===== src/rtl/multicycle_controller.sv =====
// Multicycle ARM-subset control FSM: sequences fetch/decode/execute/writeback and owns the NZCV flag register.
// Optional macro CTRL_MEMWAIT_EN adds a MemReady port that stalls FETCH, MEMREAD and MEMWRITE.
module multicycle_controller #(
    parameter int ALU_CTRL_W = 2
) (
    input  logic                  clk,
    input  logic                  rst,
    input  logic [31:12]          Instruction,
    input  logic [3:0]            ALUFlags,
`ifdef CTRL_MEMWAIT_EN
    input  logic                  MemReady,
`endif
    output logic                  PCWrite,
    output logic                  AdrSource,
    output logic                  MemWrite,
    output logic                  IRWrite,
    output logic [1:0]            ResultSource,
    output logic [1:0]            ALUSourceA,
    output logic [1:0]            ALUSourceB,
    output logic [1:0]            ImmediateSource,
    output logic                  RegWrite,
    output logic [ALU_CTRL_W-1:0] ALUControl,
    output logic [3:0]            State
);

    typedef enum logic [3:0] {
        S_FETCH    = 4'd0,
        S_DECODE   = 4'd1,
        S_MEMADR   = 4'd2,
        S_MEMREAD  = 4'd3,
        S_MEMWB    = 4'd4,
        S_MEMWRITE = 4'd5,
        S_EXECR    = 4'd6,
        S_EXECI    = 4'd7,
        S_ALUWB    = 4'd8,
        S_BRANCH   = 4'd9
    } state_t;

    localparam logic [ALU_CTRL_W-1:0] ALU_ADD = ALU_CTRL_W'(3'd0);
    localparam logic [ALU_CTRL_W-1:0] ALU_SUB = ALU_CTRL_W'(3'd1);

    state_t state, state_nxt;
    logic [3:0] flags;
    logic [3:0] cond, rd, cmd;
    logic [1:0] op;
    logic [5:0] funct;
    logic       unused_rn;
    logic       mem_rdy, cond_ex;
    logic [ALU_CTRL_W-1:0] alu_dp, alu_sel;
    logic       dp_legal, dp_cv, dp_write;
    logic       pcw, irw, memw, regw, adr;
    logic [1:0] ress, srca, srcb;

    assign cond      = Instruction[31:28];
    assign op        = Instruction[27:26];
    assign funct     = Instruction[25:20];
    assign rd        = Instruction[15:12];
    assign cmd       = funct[4:1];
    assign unused_rn = ^Instruction[19:16];

`ifdef CTRL_MEMWAIT_EN
    assign mem_rdy = MemReady;
`else
    assign mem_rdy = 1'b1;
`endif

    // flags = {N, Z, C, V}
    always_comb begin
        cond_ex = 1'b0;
        case (cond)
            4'b0000: cond_ex = flags[2];
            4'b0001: cond_ex = ~flags[2];
            4'b0010: cond_ex = flags[1];
            4'b0011: cond_ex = ~flags[1];
            4'b0100: cond_ex = flags[3];
            4'b0101: cond_ex = ~flags[3];
            4'b0110: cond_ex = flags[0];
            4'b0111: cond_ex = ~flags[0];
            4'b1000: cond_ex = flags[1] & ~flags[2];
            4'b1001: cond_ex = ~flags[1] | flags[2];
            4'b1010: cond_ex = (flags[3] == flags[0]);
            4'b1011: cond_ex = (flags[3] != flags[0]);
            4'b1100: cond_ex = ~flags[2] & (flags[3] == flags[0]);
            4'b1101: cond_ex = flags[2] | (flags[3] != flags[0]);
            4'b1110: cond_ex = 1'b1;
            default: cond_ex = 1'b0;
        endcase
    end

    always_comb begin
        alu_dp   = ALU_ADD;
        dp_legal = 1'b1;
        dp_cv    = 1'b0;
        case (cmd)
            4'b0100: dp_cv = 1'b1;
            4'b0010, 4'b1010: begin
                alu_dp = ALU_SUB;
                dp_cv  = 1'b1;
            end
            4'b0000: alu_dp = ALU_CTRL_W'(3'd2);
            4'b1100: alu_dp = ALU_CTRL_W'(3'd3);
            4'b0001: begin
                if (ALU_CTRL_W == 3) alu_dp = ALU_CTRL_W'(3'd4);
                else                 dp_legal = 1'b0;
            end
            default: dp_legal = 1'b0;
        endcase
    end

    assign dp_write = dp_legal & (cmd != 4'b1010);

    always_ff @(posedge clk or posedge rst) begin
        if (rst) begin
            flags <= 4'b0000;
        end else if ((state == S_EXECR || state == S_EXECI) && funct[0] && cond_ex) begin
            flags[3:2] <= ALUFlags[3:2];
            if (dp_cv) flags[1:0] <= ALUFlags[1:0];
        end
    end

    always_ff @(posedge clk or posedge rst) begin
        if (rst) state <= S_FETCH;
        else     state <= state_nxt;
    end

    always_comb begin
        state_nxt = S_FETCH;
        adr       = 1'b0;
        ress      = 2'b00;
        srca      = 2'b00;
        srcb      = 2'b00;
        alu_sel   = ALU_ADD;
        pcw       = 1'b0;
        irw       = 1'b0;
        memw      = 1'b0;
        regw      = 1'b0;
        case (state)
            S_FETCH: begin
                srca      = 2'b01;
                srcb      = 2'b10;
                ress      = 2'b10;
                irw       = mem_rdy;
                pcw       = mem_rdy;
                state_nxt = mem_rdy ? S_DECODE : S_FETCH;
            end
            S_DECODE: begin
                srca = 2'b01;
                srcb = 2'b10;
                ress = 2'b10;
                case (op)
                    2'b00:   state_nxt = funct[5] ? S_EXECI : S_EXECR;
                    2'b01:   state_nxt = S_MEMADR;
                    2'b10:   state_nxt = S_BRANCH;
                    default: state_nxt = S_FETCH;
                endcase
            end
            S_MEMADR: begin
                srcb      = 2'b01;
                alu_sel   = funct[3] ? ALU_ADD : ALU_SUB;
                state_nxt = funct[0] ? S_MEMREAD : S_MEMWRITE;
            end
            S_MEMREAD: begin
                adr       = 1'b1;
                state_nxt = mem_rdy ? S_MEMWB : S_MEMREAD;
            end
            S_MEMWB: begin
                ress = 2'b01;
                regw = cond_ex;
                pcw  = cond_ex & (rd == 4'hF);
            end
            S_MEMWRITE: begin
                adr       = 1'b1;
                memw      = cond_ex & mem_rdy;
                state_nxt = mem_rdy ? S_FETCH : S_MEMWRITE;
            end
            S_EXECR: begin
                alu_sel   = alu_dp;
                state_nxt = S_ALUWB;
            end
            S_EXECI: begin
                srcb      = 2'b01;
                alu_sel   = alu_dp;
                state_nxt = S_ALUWB;
            end
            S_ALUWB: begin
                regw = cond_ex & dp_write;
                pcw  = cond_ex & (rd == 4'hF);
            end
            S_BRANCH: begin
                srca = 2'b10;
                srcb = 2'b01;
                ress = 2'b10;
                pcw  = cond_ex;
            end
            default: ;
        endcase
    end

    // Reset forces FETCH selects via the state register; strobes are gated here.
    assign PCWrite         = pcw  & ~rst;
    assign IRWrite         = irw  & ~rst;
    assign MemWrite        = memw & ~rst;
    assign RegWrite        = regw & ~rst;
    assign AdrSource       = adr;
    assign ResultSource    = ress;
    assign ALUSourceA      = srca;
    assign ALUSourceB      = srcb;
    assign ALUControl      = alu_sel;
    assign ImmediateSource = op;
    assign State           = state;

endmodule


===== config.mk =====
export PLATFORM = sky130hd
export DESIGN_NAME = multicycle_controller
export DESIGN_NICKNAME = d
export VERILOG_FILES = /design/src/rtl/multicycle_controller.sv
export SDC_FILE = /design/constraint.sdc
export NUM_CORES = 1
export LEC_CHECK = 0
export CELL_PAD_IN_SITES_DETAIL_PLACEMENT = 1
export CELL_PAD_IN_SITES_GLOBAL_PLACEMENT = 1
export CORE_MARGIN = 1.5
export CORE_UTILIZATION = 25
export CTS_CLUSTER_DIAMETER = 60
export DETAILED_ROUTE_END_ITERATION = 12
export PLACE_DENSITY_LB_ADDON = 0.1
export RECOVER_POWER = 50
export SLEW_MARGIN = 30
export SYNTH_ARGS = -nofsm -noshare
export SYNTH_HDL_FRONTEND = slang
export SYNTH_SLANG_ARGS = --single-unit

===== constraint.sdc =====
create_clock -name clk -period 2.45 [get_ports clk]
set_input_delay 0.245 -clock clk [delete_from_list [all_inputs] [get_ports clk]]
set_output_delay 0.245 -clock clk [all_outputs]
set_load 0.03 [all_outputs]

## Word-level counts from Yosys, hierarchy flattened

Index checks and enable logic that the tools add are counted.

- Bits of input ports: 26
- Bits in writable memories: 0
- Output and inout port bits: 19
- Bits in read-only memories: 0
- Latch bits: 0
- Word-level logic and storage cells: 87
- Bits in registers: 8
- Memories: 0

- Bitwise gates (word level): 16
- Reductions and logical operators: 17
- Shifts and indexed selects: 0
- $lt $le $gt $ge: 0
- Multiplexer cells: 18
- Equality and inequality tests: 33
- Add/sub/neg operators: 0
- $mul: 0
- Div/mod/pow operators: 0

Operators with widths:

| kind | count |
|---|---|
| == test 4 bit (second input constant) | 12 |
| == test 4 x 3 -> 1 bit (second input constant) | 9 |
| == test 4 x 2 -> 1 bit (second input constant) | 5 |
| case mux 4 bit (5 select lines) | 1 |
| case mux 2 bit (2 select lines) | 4 |
| case mux 1 bit (15 select lines) | 1 |
| zero test 4 bit | 3 |
| case mux 4 bit (3 select lines) | 1 |
| OR reduction 2 bit | 5 |
| bitwise AND 1 bit | 9 |
| OR reduction 3 bit | 3 |
| == test 4 x 1 -> 1 bit (second input constant) | 2 |
| two-way mux 1 bit | 7 |
| case mux 2 bit (3 select lines) | 1 |
| inverter 1 bit | 5 |
| OR reduction 5 bit | 1 |
| != test 4 bit (second input constant) | 1 |
| two-way mux 3 bit | 1 |
| case mux 1 bit (3 select lines) | 1 |
| == test 2 x 1 -> 1 bit (second input constant) | 1 |
| == test 2 bit (second input constant) | 1 |
| logical AND 1 bit | 2 |
| zero test 2 bit | 1 |
| OR 1 bit | 2 |
| other kinds (5) | 5 |

## Depth between registers and ports, before layout

Gate-level depths: netlist (run 1).

- Depth after elaboration: 7
- Mapped depth: 7
- Mapped depth without buffers: 6

## Least setup slack after synthesis (run 1)

OpenSTA, ideal clock, no wires.

- Path kind: reg-to-output
- From: register state[2] (netlist: State[2])
- To: output port ALUControl[1]
- Arrival time: 1,870 ps
- Stages on the path, launching flop included: 5
- Buffers on the path: 0
- Data required time: 2,205 ps
- Path slack: 335 ps
- Path through: dfrtp_1 > nor2b_1 > nand2_1 > or3_1 > nor3_1

- Longest elaborated chain between the ends: 3
- Elaborated cells between the ends (all ways): 5
- Those cells by class: 3 x eq/ne; 1 x mux; 1 x reduce/logical

Ends and longest elaborated chain:

| item | RTL line | RTL |
|---|---|---|
| start, declared | 42 | `state_t state, state_nxt;` |
| start signal, assigned | 123 | `else state <= state_nxt;` |
| == test 4 x 3 -> 1 bit | 137 | `case (state)` |
| OR reduction 2 bit (no line) | -- |  |
| case mux 2 bit (2 select lines) (*) | 137 |  |
| end, declared | 22 | `output logic [ALU_CTRL_W-1:0] ALUControl,` |

Mark *: on every way between the ends. The rest lies on a longest branch, timed or not.

## Worst setup path in the final report (run 1)

- From: register flags[3]
- To: output port PCWrite

- Longest elaborated chain between the ends: 6
- Elaborated cells between the ends (all ways): 9
- Those cells by class: 2 x eq/ne; 2 x mux; 5 x bitwise

Ends and longest elaborated chain:

| item | RTL line | RTL |
|---|---|---|
| start, declared | 43 | `logic [3:0] flags;` |
| start signal, assigned | 116 | `flags[3:2] <= ALUFlags[3:2];` |
| != test 1 bit or == test 1 bit (tied branches) | -- |  |
| OR 1 bit or bitwise AND 1 bit (tied branches) | 84, 83 |  |
| case mux 1 bit (15 select lines) (*) | 70 | `case (cond)` |
| bitwise AND 1 bit | 169, 187 |  |
| case mux 1 bit (3 select lines) (*) | 137 |  |
| bitwise AND 1 bit (*) | 200 | `assign PCWrite = pcw & ~rst;` |
| end, declared | 13 | `output logic PCWrite,` |

Marks and branches as above.

==> impl.org, run 1 <==
** Outcome
- Result of the run :: finished clean

** Flow run
- Maxcap violations :: 0

** Worst hold path
- Worst Hold Class :: input port to asynchronous set/reset pin

** Placed design
- Buffers on Ports :: 40
- Final weighted congestion in routability-driven placement :: 0.7558
- Once detailed placement completed, the half-perimeter wirelength came to 1905 um.
- Summing all placed instances gives a cell area of 1224 um^2.

** Global route
- Remaining global-route overflow :: 0
- Entering global routing, the biggest net connects 14 pins.
- The first global-routing pass estimated 3967 um of wire.
- Via count of the first global-routing pass :: 922
- Global routing used 14.53% of the available tracks.
- Antenna violations before repair :: 0

** Layout
- Once layout is done, the placed cells without fillers occupy 1292 um^2.
- Antenna diodes :: 0
- Leaving out fill and tap cells, the most frequent cell in the layout is sky130_fd_sc_hd__clkdlybuf4s50_1.
- The area growth from synthesis to layout is 68.52%.
- Share of layout cells above drive strength 1 :: 20.00%
- Net total in the final layout :: 168
- Fill cell instance count of the final layout :: 345
- Commonest non-fill, non-tap cells in the layout :: sky130_fd_sc_hd__clkdlybuf4s50_1 (29), sky130_fd_sc_hd__buf_4 (12), sky130_fd_sc_hd__nor3_1 (10)

** Detailed routing
- In the routed design, unresolved DRC markers number 0.
- Vias per cell :: 5.146
- Initial detailed-routing violation count :: 16
- The routed layout has 880 vias.
- For this block, the routed nets add up to 2378 um of wire.
- Number of nets with antenna violations after detailed routing :: 0
- Dividing the detail-routed wire length by the instance count gives 13.91 um.
- Total iterations of the first detailed-routing run :: 4

** Setup path
- In this run the critical register-to-register path is launched from flags[3].
- Worst path top cell family by delay :: compound AO/OA/AOI/OAI gates
- Req. time, crit path :: 2.20 ns
- Worst R2R End :: flags[3]
- For flop-to-flop paths, the worst setup slack is 0.31 ns.
- CP max-delay cell :: sky130_fd_sc_hd__dfrtp_2
- Depth of the most critical reg-to-reg path :: 7
- Startpoint type of the worst setup path :: flip-flop
- Type of the setup path with the least slack :: flip-flop to primary output
- For the worst setup path, the data arrival time is 2.11 ns.
- Crit end category :: primary output
- Worst Path Max Fanout :: 4
- Slowest Stage Delay on Critical Path :: 0.44 ns
- CP Cell Sequence :: xnor3_1 -> a311oi_1 -> o21ai_1 -> a32o_2 -> buf_6 -> a31oi_1 -> nor3_1 -> buf_4
- The critical path contains buffers and inverters numbering 2 combined.

** Clocking
- The tree is rooted in a sky130_fd_sc_hd__clkbuf_4.
- The clock passes through at most 2 buffers.
- TritonCTS built the clock tree.
- Number of buffers created by CTS :: 3
- Later-pin clock latency in the skew report :: 0.24 ns
- Number of sinks on the clock net :: 8
- Register clock-pin slew on the reported worst setup and hold paths :: 0.05 ns
- CTS H-tree depth :: 1

** Die
- Top-Level Pins :: 45
- The floorplan has 19 rows.
- For this configuration, the core starts out at a cell density of 27.11%.
- Area of the die :: 3409 um^2
- Die Span X :: 58.39 um
- From bottom edge to top edge, the die measures 58.39 um.
- In this run the standard cell core region covers 2829 um^2.

** Pwr
- In this run the power density over the cells is 1037 nW/um^2.
- Total leakage power :: 0.5749 nW
- IR analysis of the VDD net gives a maximum drop of 0.5031 mV.

** STA
- Timing would allow up to 0.4255 GHz.
- Measured against its own limit, the worst slew margin works out to 72.67%.
- After layout, the minimum clock period comes to 2.350 ns.
- RSZ-0062 raised after global routing :: true
- Setup violation total in the final timing report :: 0
- On the final layout, the worst hold slack is 0.4391 ns.
- The number of failing hold endpoints at the final stage came to 0.
- At the pin with the least slew margin, the transition time is 0.3996 ns.
- Dividing the final minimum period by the clock period gives 95.92%.
- Clock skew on the completed layout was measured at 0.0006045 ns.
- Slew Limit Fails :: 0

** Logic synthesis
- The number of nets in the synthesized netlist is 120.
- Portion of the post-synthesis area used by sequential elements :: 26.10%
- Number of warnings printed during yosys synthesis :: 0
- Averaged over all synthesized cells, the footprint is 8.159 um^2.
- Seq cells post-synth :: 8
- Post-synthesis instance area :: 767.0 um^2
- Synth cell types :: 41
- The cell count after synthesis came out at 94.
-- power by group --
part / internal, W / switching (W) / leakage (nW) / total [W]
clock network: 0.0000558 / 0.0000408 / 0.0138 / 0.0000966
registers: 0.000185 / 0.0000814 / 0.103 / 0.000266
logic: 0.000454 / 0.000523 / 0.458 / 0.000977
total: 0.000695 / 0.000645 / 0.575 / 0.00134
-- metrics by stage --
stage	worst slack [ns]	total power, W	instances	utilization, %	TNS (ns)
after floorplan	0.3348	0.0008495	94	-	0
after global placement	-0.3052	0.001222	166	43.26	-0.3382
after detailed placement	-0.3355	0.001227	166	43.26	-0.4255
after CTS	0.006286	0.001345	170	44.32	0
after global routing	-0.008032	0.001439	171	45.69	-0.008032
final	0.09984	0.001340	171	45.69	0
-- final cells by class --
type,instances,area (um^2),share of cell area (%)
multi-input cells,72,519.2,40.17
well taps,31,38.79,3.001
inverters,6,22.52,1.742
repair buffers,51,486.7,37.66
clock buffers,3,22.52,1.742
flip-flops and latches,8,202.7,15.68
-- worst reg2reg max path, cell delays in order, from the launching register on --
cell and delay, ns:
sky130_fd_sc_hd__dfrtp_2 0.44, sky130_fd_sc_hd__xnor3_1 0.34, sky130_fd_sc_hd__a311oi_1 0.26, sky130_fd_sc_hd__o21ai_1 0.10, sky130_fd_sc_hd__a32o_2 0.25, sky130_fd_sc_hd__buf_4 0.15, sky130_fd_sc_hd__and4_4 0.20, sky130_fd_sc_hd__mux2_4 0.29
-- metal layers --
| layer | GRT usage [%] | share of wire [%] | up-vias |
|---|---|---|---|
| li1 | - | - | 436 |
| met3 | 0.8791 | 2.5 | 0 |
| met1 | 17.19 | 44 | 425 |
| met5 | 0 | 0 | - |
| met2 | 27.45 | 54 | 19 |
| met4 | 4.983 | 0 | 0 |
-- worst max-delay path by stage --
stage,startpoint,to,slack (ns),depth (start not counted)
2_1_floorplan,State[2],ALUControl[1],0.33,4
5_1_grt,flags[3],PCWrite,-0.008,8
6_report,flags[3],PCWrite,0.1,8
3_3_place_gp,Instruction[28],PCWrite,-0.31,8
3_5_place_dp,Instruction[28],PCWrite,-0.34,9
4_1_cts,State[3],ALUControl[0],0.006,5
-- sequential cells by signal (all words and copies together) (netlist names) --
signal / cells
flags: 4
State: 4
-- what timing repair did --
action | 4_1_cts | 5_1_grt
hold buffers | 0 | 0
buffers inserted | 1 | 1
gates cloned | 0 | 0
endpoints found under the setup margin | 3 | 4
pin swaps | 4 | 3
hold endpoints to repair | 0 | 0
gates resized for setup | 9 | 9
-- Yosys cell counts, drive strengths merged --
cell type   n  area, um^2
and3b       1       8.760
nand2b      2       12.51
a211oi      1       7.510
a2111oi     1       8.760
and4        1       11.26
a22oi       3       22.52
or2         1       6.260
nand4b      1       8.760
a311oi      1       8.760
a31oi       1       6.260
a21oi       2       10.01
o21a        1       7.510
nor3       12       60.06
o211ai      1       7.510
nor2b       3       18.77
o22ai       1       6.260
clkbuf      5       18.77
a41o        1       10.01
nor4        1       6.260
or3         1       6.260
o22a        1       8.760
o32ai       1       8.760
o311ai      1       8.760
buf         3       26.27
nor4b       1       8.760
xnor2       3       26.28
a32o        1       11.26
mux2i       1       10.01
mux2        4       52.55
and2        1       6.260
xnor3       1       22.52
inv         6       22.52
dfrtp       8       200.2
nand2       6       22.52
nor3b       1       7.510
o21ai       3       15.01
xor2        3       26.28
nor2        8       30.03
-- kinds of logic after synthesis --
group	synth area share (%)
mux	8.157
flops	26.10
compound gates	19.25
buf+inv	8.809
simple gates	27.90
xor+xnor	9.789
No activity file was read; power rests on OpenSTA's default activity.
==> run 2: changes to the inputs <==
--- a/config.mk
+++ b/config.mk
@@ -8,9 +8,10 @@
 export CELL_PAD_IN_SITES_DETAIL_PLACEMENT = 1
 export CELL_PAD_IN_SITES_GLOBAL_PLACEMENT = 1
 export CORE_MARGIN = 1.5
-export CORE_UTILIZATION = 25
+export CORE_UTILIZATION = 27
 export CTS_CLUSTER_DIAMETER = 60
 export DETAILED_ROUTE_END_ITERATION = 12
+export MAX_ROUTING_LAYER = met4
 export PLACE_DENSITY_LB_ADDON = 0.1
 export RECOVER_POWER = 50
 export SLEW_MARGIN = 30
==> constraint.sdc (replaced) <==
create_clock -name clk -period 3.03 [get_ports clk]
set_input_delay 0.303 -clock clk [delete_from_list [all_inputs] [get_ports clk]]
set_output_delay 0.303 -clock clk [all_outputs]
set_load 0.03 [all_outputs]
==> run 2 against run 1 <==
  * Final area down 7.5%
  * Worst setup slack better by 0.038 ns
  * Critical path depth up 1
  * Flip-flop and latch count unchanged
  * Register-to-register slack better by 0.63 ns
==> impl.org, run 2 (synthesis results as in run 1) <==
** Setup path
- Type of the setup path with the least slack :: input port to primary output
- The largest individual stage delay along the critical path comes from the cell sky130_fd_sc_hd__clkdlybuf4s50_1.
- Arrival time of the worst setup path :: 2.59 ns (+0.48 ns)
- The worst stage delay on the critical path was 0.69 ns (+0.25 ns).
- Worst path most repeated cell :: sky130_fd_sc_hd__clkdlybuf4s50_1
- The setup slack of the worst register-to-register path was 0.94 ns (+0.63 ns).
- The critical path starts at Instruction[28].
- The largest fanout on the critical path was 6 (+2).
- CP Cell Sequence :: clkdlybuf4s50_1 -> buf_4 -> xor2_1 -> nor2_1 -> o311ai_1 -> a32o_2 -> nand2_1 -> nor3_1 -> clkdlybuf4s50_1
- The worst register-to-register path ends at flags[0].
- The data required time of the worst path is 2.73 ns (+0.53 ns).
- Depth of the most critical reg-to-reg path :: 6 (-1)
- FF-to-FF Start :: flags[3]
- Crit end category :: primary output
- Startpoint type of the worst setup path :: input port

** Pwr
- The switching share of power was 49.47% (+1.3 points).
- The worst IR drop on VDD is 0.7044 mV (+40%).
- The clock share of power was 7.6% (+0.4 points).
- The internal cell power was 0.0005134 W (-26%).
- Power share of the combinational group :: 67.2% (-5.7 points)
- Total leakage power :: 0.5191 nW (-9.7%)
- The cell area power density was 849.3 nW/um^2 (-18%).
- The power share of the sequential group was 25.2% (+5.3 points).
- The power dissipated by switching net loads came to 0.0005025 W (-22%).
- Power, Total :: 0.001016 W (-24%)

** Layout
- Fill cell instance count of the final layout :: 337 (-2.3%)
- Antenna diodes :: 0 (unchanged)
- Sequential cell area :: 200.2 um^2 (-1.2%)
- Net total in the final layout :: 158 (-6.0%)
- Multi-input gate area in the final layout :: 499.2 um^2 (-3.9%)
- Commonest non-fill, non-tap cells in the layout :: sky130_fd_sc_hd__clkdlybuf4s50_1 (32), sky130_fd_sc_hd__nor3_1 (12), sky130_fd_sc_hd__dfrtp_1 (8), sky130_fd_sc_hd__nor2_1 (8)
- Commonest non-fill, non-tap cell in the layout :: sky130_fd_sc_hd__clkdlybuf4s50_1
- Share of layout cells above drive strength 1 :: 6.923% (-13 points)
- Area growth from synthesis to layout :: 55.95%

** Die
- Core Rows :: 19 (unchanged)
- Die height :: 56.30 um (-3.6%)
- The number of top-level pins is 45 (unchanged).
- Area of the core :: 2734 um^2 (-3.4%)
- Die Span X :: 56.30 um (-3.6%)
- The starting density of the core is 28.05% (+0.94 points).
- The die area is 3170 um^2 (-7.0%).

** Clocking
- Number of sinks on the clock net :: 8 (unchanged)
- CTS H-tree depth :: 1 (unchanged)
- CTS tree :: built
- The clock network latency to the later pin of the worst-skew pair was 0.24 ns (about the same).
- Buffer count from post-CTS setup fixing :: 0 (-1)
- Cell at the root of the clock tree :: sky130_fd_sc_hd__clkbuf_4
- The deepest clock path buffer count was 2 (unchanged).
- Number of buffers created by CTS :: 3 (unchanged)
- The clock transition time at the flip-flop clock pins of the worst setup and hold paths is 0.05 ns (about the same).

** Worst hold path
- Worst Hold Class :: input port to asynchronous set/reset pin

** Global route
- Global-route wire length before repair :: 3891 um (-1.9%)
- Via count of the first global-routing pass :: 881 (-4.4%)
- Remaining global-route overflow :: 0 (unchanged)
- Antenna violations before repair :: 0 (unchanged)
- Maximum number of pins on one net before global-route repair :: 16 (+2)
- The aggregate global-route resource usage was 15.30% (+0.76 points).

** Placed design
- The count of buffers inserted at the top-level ports is 40 (unchanged).
- Final weighted congestion in routability-driven placement :: 0.7206 (-4.7%)
- The placed wire-length estimate was 1793 um (-5.8%).

** STA
- For this run, the top clock speed supported by timing is 0.3458 GHz.
- Transition time at the pin with the least slew margin :: 0.5072 ns (+0.1075 ns)
- Final TNS setup :: 0 ns (unchanged)
- Post-layout minimum cycle time :: 2.892 ns
- Worst rel slew slack :: 66.19% (-6.5 points)
- Max Clock Skew :: 0.002766 ns (+0.002162 ns)
- The count of final setup violators is 0 (unchanged).
- Setup repair after global routing left no endpoint under its margin.
- Slew Limit Fails :: 0 (unchanged)
- Dividing the final minimum period by the clock period gives 95.44%.
- Number of endpoints with negative hold slack in the final report :: 0 (unchanged)

** Detailed routing
- The average wire per standard cell is 14.03 um (+0.90%).
- Total routed wirelength :: 2259 um (-5.0%)
- Total iterations of the first detailed-routing run :: 4 (unchanged)
- Vias per cell :: 5.168 (+0.42%)
- The post-detailed-route DRC marker count was 0 (unchanged).
- Number of vias after detailed routing :: 832 (-5.5%)
- The remaining antenna violation count after routing was 0 (unchanged).
- Initial detailed-routing violation count :: 12 (-4)

** Outcome
- The run finished with clean final reports.

** Flow run
- Maxcap violations :: 0 (unchanged)
run 2: cell types whose count changed in the layout (fill, tap and decap cells not counted), sizes merged:
cell,delta
buf,-13
clkdlybuf4s50,+3
dlygate4sd3,+1
dlygate4sd2,-1
run 2: metrics by stage:
stage / utilization, % / setup WS (ns) / cell area (um^2) / cells / hold WS (ns)
finish: 43.75 / 0.1381 / 1196 / 161 / 0.5073
global route: 43.75 / 0.005395 / 1196 / 161 / 0.5414
CTS: 43.57 / 0.06391 / 1191 / 161 / 0.3897
detailed placement: 42.75 / 0.08996 / 1169 / 158 / 0.5504
global placement: 42.75 / 0.1282 / 1169 / 158 / 0.5207
floorplan: - / 0.8568 / 767.0 / 94 / 0.1187
run 2: critical path, delay by kind of cell:
| kind | cells | cell delay [ns] |
|---|---|---|
| AOI/OAI and AO/OA | 2 | 0.53 |
| xor gates and xnor gates | 1 | 0.15 |
| buffers and inverters | 3 | 1.32 |
| and+or+nand+nor | 3 | 0.28 |
run 2: area by class of cell:
type | instances | share of cell area [%]
multi-input combinational | 72 | 41.74
tap | 31 | 3.243
inverter | 6 | 1.883
sequential | 8 | 16.74
timing repair buffer | 41 | 34.52
clock buffer | 3 | 1.883
run 2: layer usage:
| metal | vias up | wire, um | share of wire (%) | track usage (%) |
|---|---|---|---|---|
| li1 | 414 | - | - | - |
| met1 | 399 | 968 | 43 | 18.36 |
| met2 | 19 | 1180 | 52 | 27.23 |
| met3 | 0 | 111 | 4.9 | 2.535 |
| met4 | 0 | 0 | 0 | 2.721 |
| met5 | - | 0 | 0 | - |
run 2: worst max path at each step:
stage / end / slack [ns] / cells past startpoint
global route: MemWrite / 0.005 / 9
global placement: RegWrite / 0.13 / 9
CTS: RegWrite / 0.06 / 9
floorplan: ALUControl[1] / 0.86 / 4
detailed placement: RegWrite / 0.09 / 9
finish: MemWrite / 0.14 / 9
run 2: timing repair:
item	in CTS	in global routing
endpoints found under the setup margin	0	2
hold buffers	0	0
gates resized for setup	0	2
run 2: power groups by stage:
stage	logic, W	clock network (W)	registers (W)
after global placement	0.000687	0	0.000258
after floorplan	0.000456	0	0.000230
after CTS	0.000697	0.0000820	0.000261
after detailed placement	0.000694	0	0.000262
after global routing	0.000732	0.0000860	0.000275
final	0.000683	0.0000776	0.000256
==> run 3: changes to the inputs <==
--- a/config.mk
+++ b/config.mk
@@ -8,7 +8,7 @@
 export CELL_PAD_IN_SITES_DETAIL_PLACEMENT = 1
 export CELL_PAD_IN_SITES_GLOBAL_PLACEMENT = 1
 export CORE_MARGIN = 1.5
-export CORE_UTILIZATION = 27
+export CORE_UTILIZATION = 25
 export CTS_CLUSTER_DIAMETER = 60
 export DETAILED_ROUTE_END_ITERATION = 12
 export MAX_ROUTING_LAYER = met4
==> constraint.sdc (replaced) <==
create_clock -name clk -period 2.7 [get_ports clk]
set_input_delay 0.27 -clock clk [delete_from_list [all_inputs] [get_ports clk]]
set_output_delay 0.27 -clock clk [all_outputs]
set_load 0.03 [all_outputs]
==> run 3 against run 2 <==
  * Combinational power is 25% higher
  * Utilization down 0.54 points
  * Register-to-register slack got worse by 0.42 ns
  * Critical path type unchanged
  * Non-clock buffer count rose by 5
  * Clock power up 14%
  * Sequential share of layout area fell by 0.36 points
  * Largest cell class unchanged
==> impl.org, run 3 (synthesis results as in run 1) <==
** Global route
- Antenna violations before repair :: 0 (unchanged)
- Total global-route track usage :: 14.36% (-0.94 points)
- The met2 global-route usage is 26.97% (-0.26 points).
- Met1 global-route usage :: 15.99% (-2.4 points)
- Maximum number of pins on one net before global-route repair :: 14 (-2)
- Via count of the first global-routing pass :: 921 (+4.5%)
- The sum of overflow across all layers after global routing was 0 (unchanged).
- In this run the most used layer during global routing was met2.
- Grt met3 use :: 0.6593% (-1.9 points)
- The wire length of the first global-routing pass is 3774 um (-3.0%).

** Pwr
- The cell area power density was 960.5 nW/um^2 (+13%).
- The worst IR drop on VDD was 0.4894 mV (-31%).
- Total leakage power :: 0.5182 nW (-0.16%)

** Clocking
- Register clock-pin slew on the reported worst setup and hold paths :: 0.05 ns (about the same)
- TritonCTS built the clock tree.
- Number of buffers inserted by hold repair at cts :: 0 (unchanged)
- Number of sinks on the clock net :: 8 (unchanged)
- The clock network latency to the later pin of the worst-skew pair was 0.25 ns (about the same).
- The number of levels the H-tree was split into came to 1 (unchanged).
- The count of cells resized by post-cts repair was 1 (+1).
- Buffer count from post-CTS setup fixing :: 0 (unchanged)
- The deepest clock path buffer count was 2 (unchanged).
- The tree is rooted in a sky130_fd_sc_hd__clkbuf_4.
- The total clock buffers created by CTS is 3 (unchanged).

** Setup path
- Crit end category :: primary output
- The most critical setup path has its startpoint at Instruction[28].
- The arrival time reported for the critical path endpoint was 2.33 ns (-0.26 ns).
- Worst Path Max Fanout :: 2 (-4)
- Register-to-Register Setup Slack :: 0.52 ns (-0.42 ns)
- Type of the setup path with the least slack :: input port to primary output
- Req. time, crit path :: 2.43 ns (-0.30 ns)
- STA classifies the critical path startpoint as an input port.
- The startpoint identified for the worst register-to-register timing path is flags[3].

** STA
- The worst slew margin relative to its limit is 75.17% (+9.0 points).
- Setup repair after global routing left no endpoint under its margin.
- The count of final setup violators was 0 (unchanged).
- Derived from the worst setup path, the maximum achievable clock frequency is 0.3847 GHz.
- Post-layout minimum cycle time :: 2.599 ns
- After layout, the worst path uses 96.27% of the clock period.
- The measured slew at the worst slew-check pin was 0.3631 ns (-0.1440 ns).
- The number of pins exceeding their max-slew limit in the final report came to 0 (unchanged).
- The number of failing hold endpoints at the final stage is 0 (unchanged).
- The largest clock skew in the final design is 0.001761 ns (-0.001005 ns).

** Outcome
- The run finished with clean final reports.

** Layout
- Area growth from synthesis to layout :: 59.38%
- Net total in the final layout :: 163 (+3.2%)
- The library cells used most frequently in the layout, excluding fill and tap cells, are sky130_fd_sc_hd__clkdlybuf4s50_1 (31), sky130_fd_sc_hd__nor3_1 (12), sky130_fd_sc_hd__dfrtp_1 (8), sky130_fd_sc_hd__nor2_1 (8), sky130_fd_sc_hd__buf_4 (8).
- Leaving out fill and tap cells, the most frequent cell in the layout is sky130_fd_sc_hd__clkdlybuf4s50_1.
- Utilization after layout :: 43.21% (-0.54 points)
- The number of cells in the finished layout apart from fillers was 166 (+3.1%).
- The diode insertion count for antenna repair was 0 (unchanged).
- The proportion of layout cells with a drive suffix above 1 came to 11.85% (+4.9 points).

** Die
- Initial core utilization :: 27.11% (-0.94 points)
- Area of the die :: 3409 um^2 (+7.6%)
- The number of top-level pins is 45 (unchanged).
- The number of placement rows was 19 (unchanged).
- The x dimension of the die is 58.39 um (+3.7%).
- The die boundary height is 58.39 um (+3.7%).
- The total core area was 2829 um^2 (+3.5%).

** Placed design
- The placed wire-length estimate was 1850 um (+3.2%).
- The cell count after placement was 163 (+3.2%).
- The final weighted congestion in routability-driven placement is 0.7874 (+9.3%).
- The count of buffers inserted at the top-level ports is 40 (unchanged).

** Worst hold path
- Worst Hold Class :: input port to asynchronous set/reset pin

** Detailed routing
- The total wire length is 2309 um (+2.2%).
- The average via count per standard cell was 5.090 (-1.5%).
- The post-detailed-route DRC marker count was 0 (unchanged).
- Number of vias after detailed routing :: 845 (+1.6%)
- The remaining antenna violation count after routing came to 0 (unchanged).
- The average wire per standard cell is 13.91 um (-0.87%).
- The iteration count of the initial detailed-routing pass was 4 (unchanged).
- Initial detailed-routing violation count :: 17 (+5)

** Flow run
- The max-capacitance violation count was 0 (unchanged).
==> run 3: cell count changes in the layout (fill, tap and decap cells not counted), sizes merged <==
cell and delta:
dlygate4sd2 +1, clkdlybuf4s50 -1, buf +7, dlymetal6s2s -2
==> run 3: layout make-up <==
cell class / instances / area (um^2)
fillers: 347 / 1607
multi-input cells: 72 / 499.2
repair buffers: 46 / 439.2
flip-flops and latches: 8 / 200.2
well taps: 31 / 38.79
clock buffers: 3 / 22.52
inverters: 6 / 22.52
==> run 3: path summary, 6_finish.rpt <==
check	endpoint	cells past startpoint
max	PCWrite	8
min	State[1]	2
max reg2reg	flags[3]	7
min reg2reg	flags[1]	1
max in group asynchronous	flags[2]	2
min in group clk	flags[1]	1
==> run 3: through the flow <==
step	setup TNS, ns	hold WS (ns)	cell area, um^2	setup slack (ns)	power (W)
detailed placement	-0.1314	0.5191	1201	-0.1314	0.001106
floorplan	0	0.08566	767.0	0.5598	0.0007708
global route	0	0.4861	1222	0.01602	0.001268
global placement	-0.1129	0.5172	1201	-0.1129	0.001097
finish	0	0.4686	1222	0.1006	0.001174
CTS	0	0.3554	1222	0.1031	0.001198
==> run 3: critical path, cell delays in order <==
cell	delay, ns
sky130_fd_sc_hd__clkdlybuf4s50_1	0.48
sky130_fd_sc_hd__xnor3_1	0.40
sky130_fd_sc_hd__a311oi_1	0.27
sky130_fd_sc_hd__o21ai_1	0.11
sky130_fd_sc_hd__a32o_2	0.25
sky130_fd_sc_hd__a31oi_1	0.13
sky130_fd_sc_hd__nor3_1	0.06
sky130_fd_sc_hd__dlygate4sd2_1	0.36
==> run 3: routing by layer <==
| layer | vias up | share of wire (%) | routed length [um] |
|---|---|---|---|
| met2 | 23 | 53 | 1213 |
| met4 | 0 | 0.52 | 12 |
| li1 | 423 | - | - |
| met1 | 397 | 44 | 1013 |
| met5 | - | 0 | 0 |
| met3 | 2 | 3.0 | 69 |
==> run 3: power by group <==
group / internal (W) / switching (W)
registers: 0.000165 / 0.0000680
logic: 0.000385 / 0.000468
clock network: 0.0000507 / 0.0000375
total: 0.000601 / 0.000573
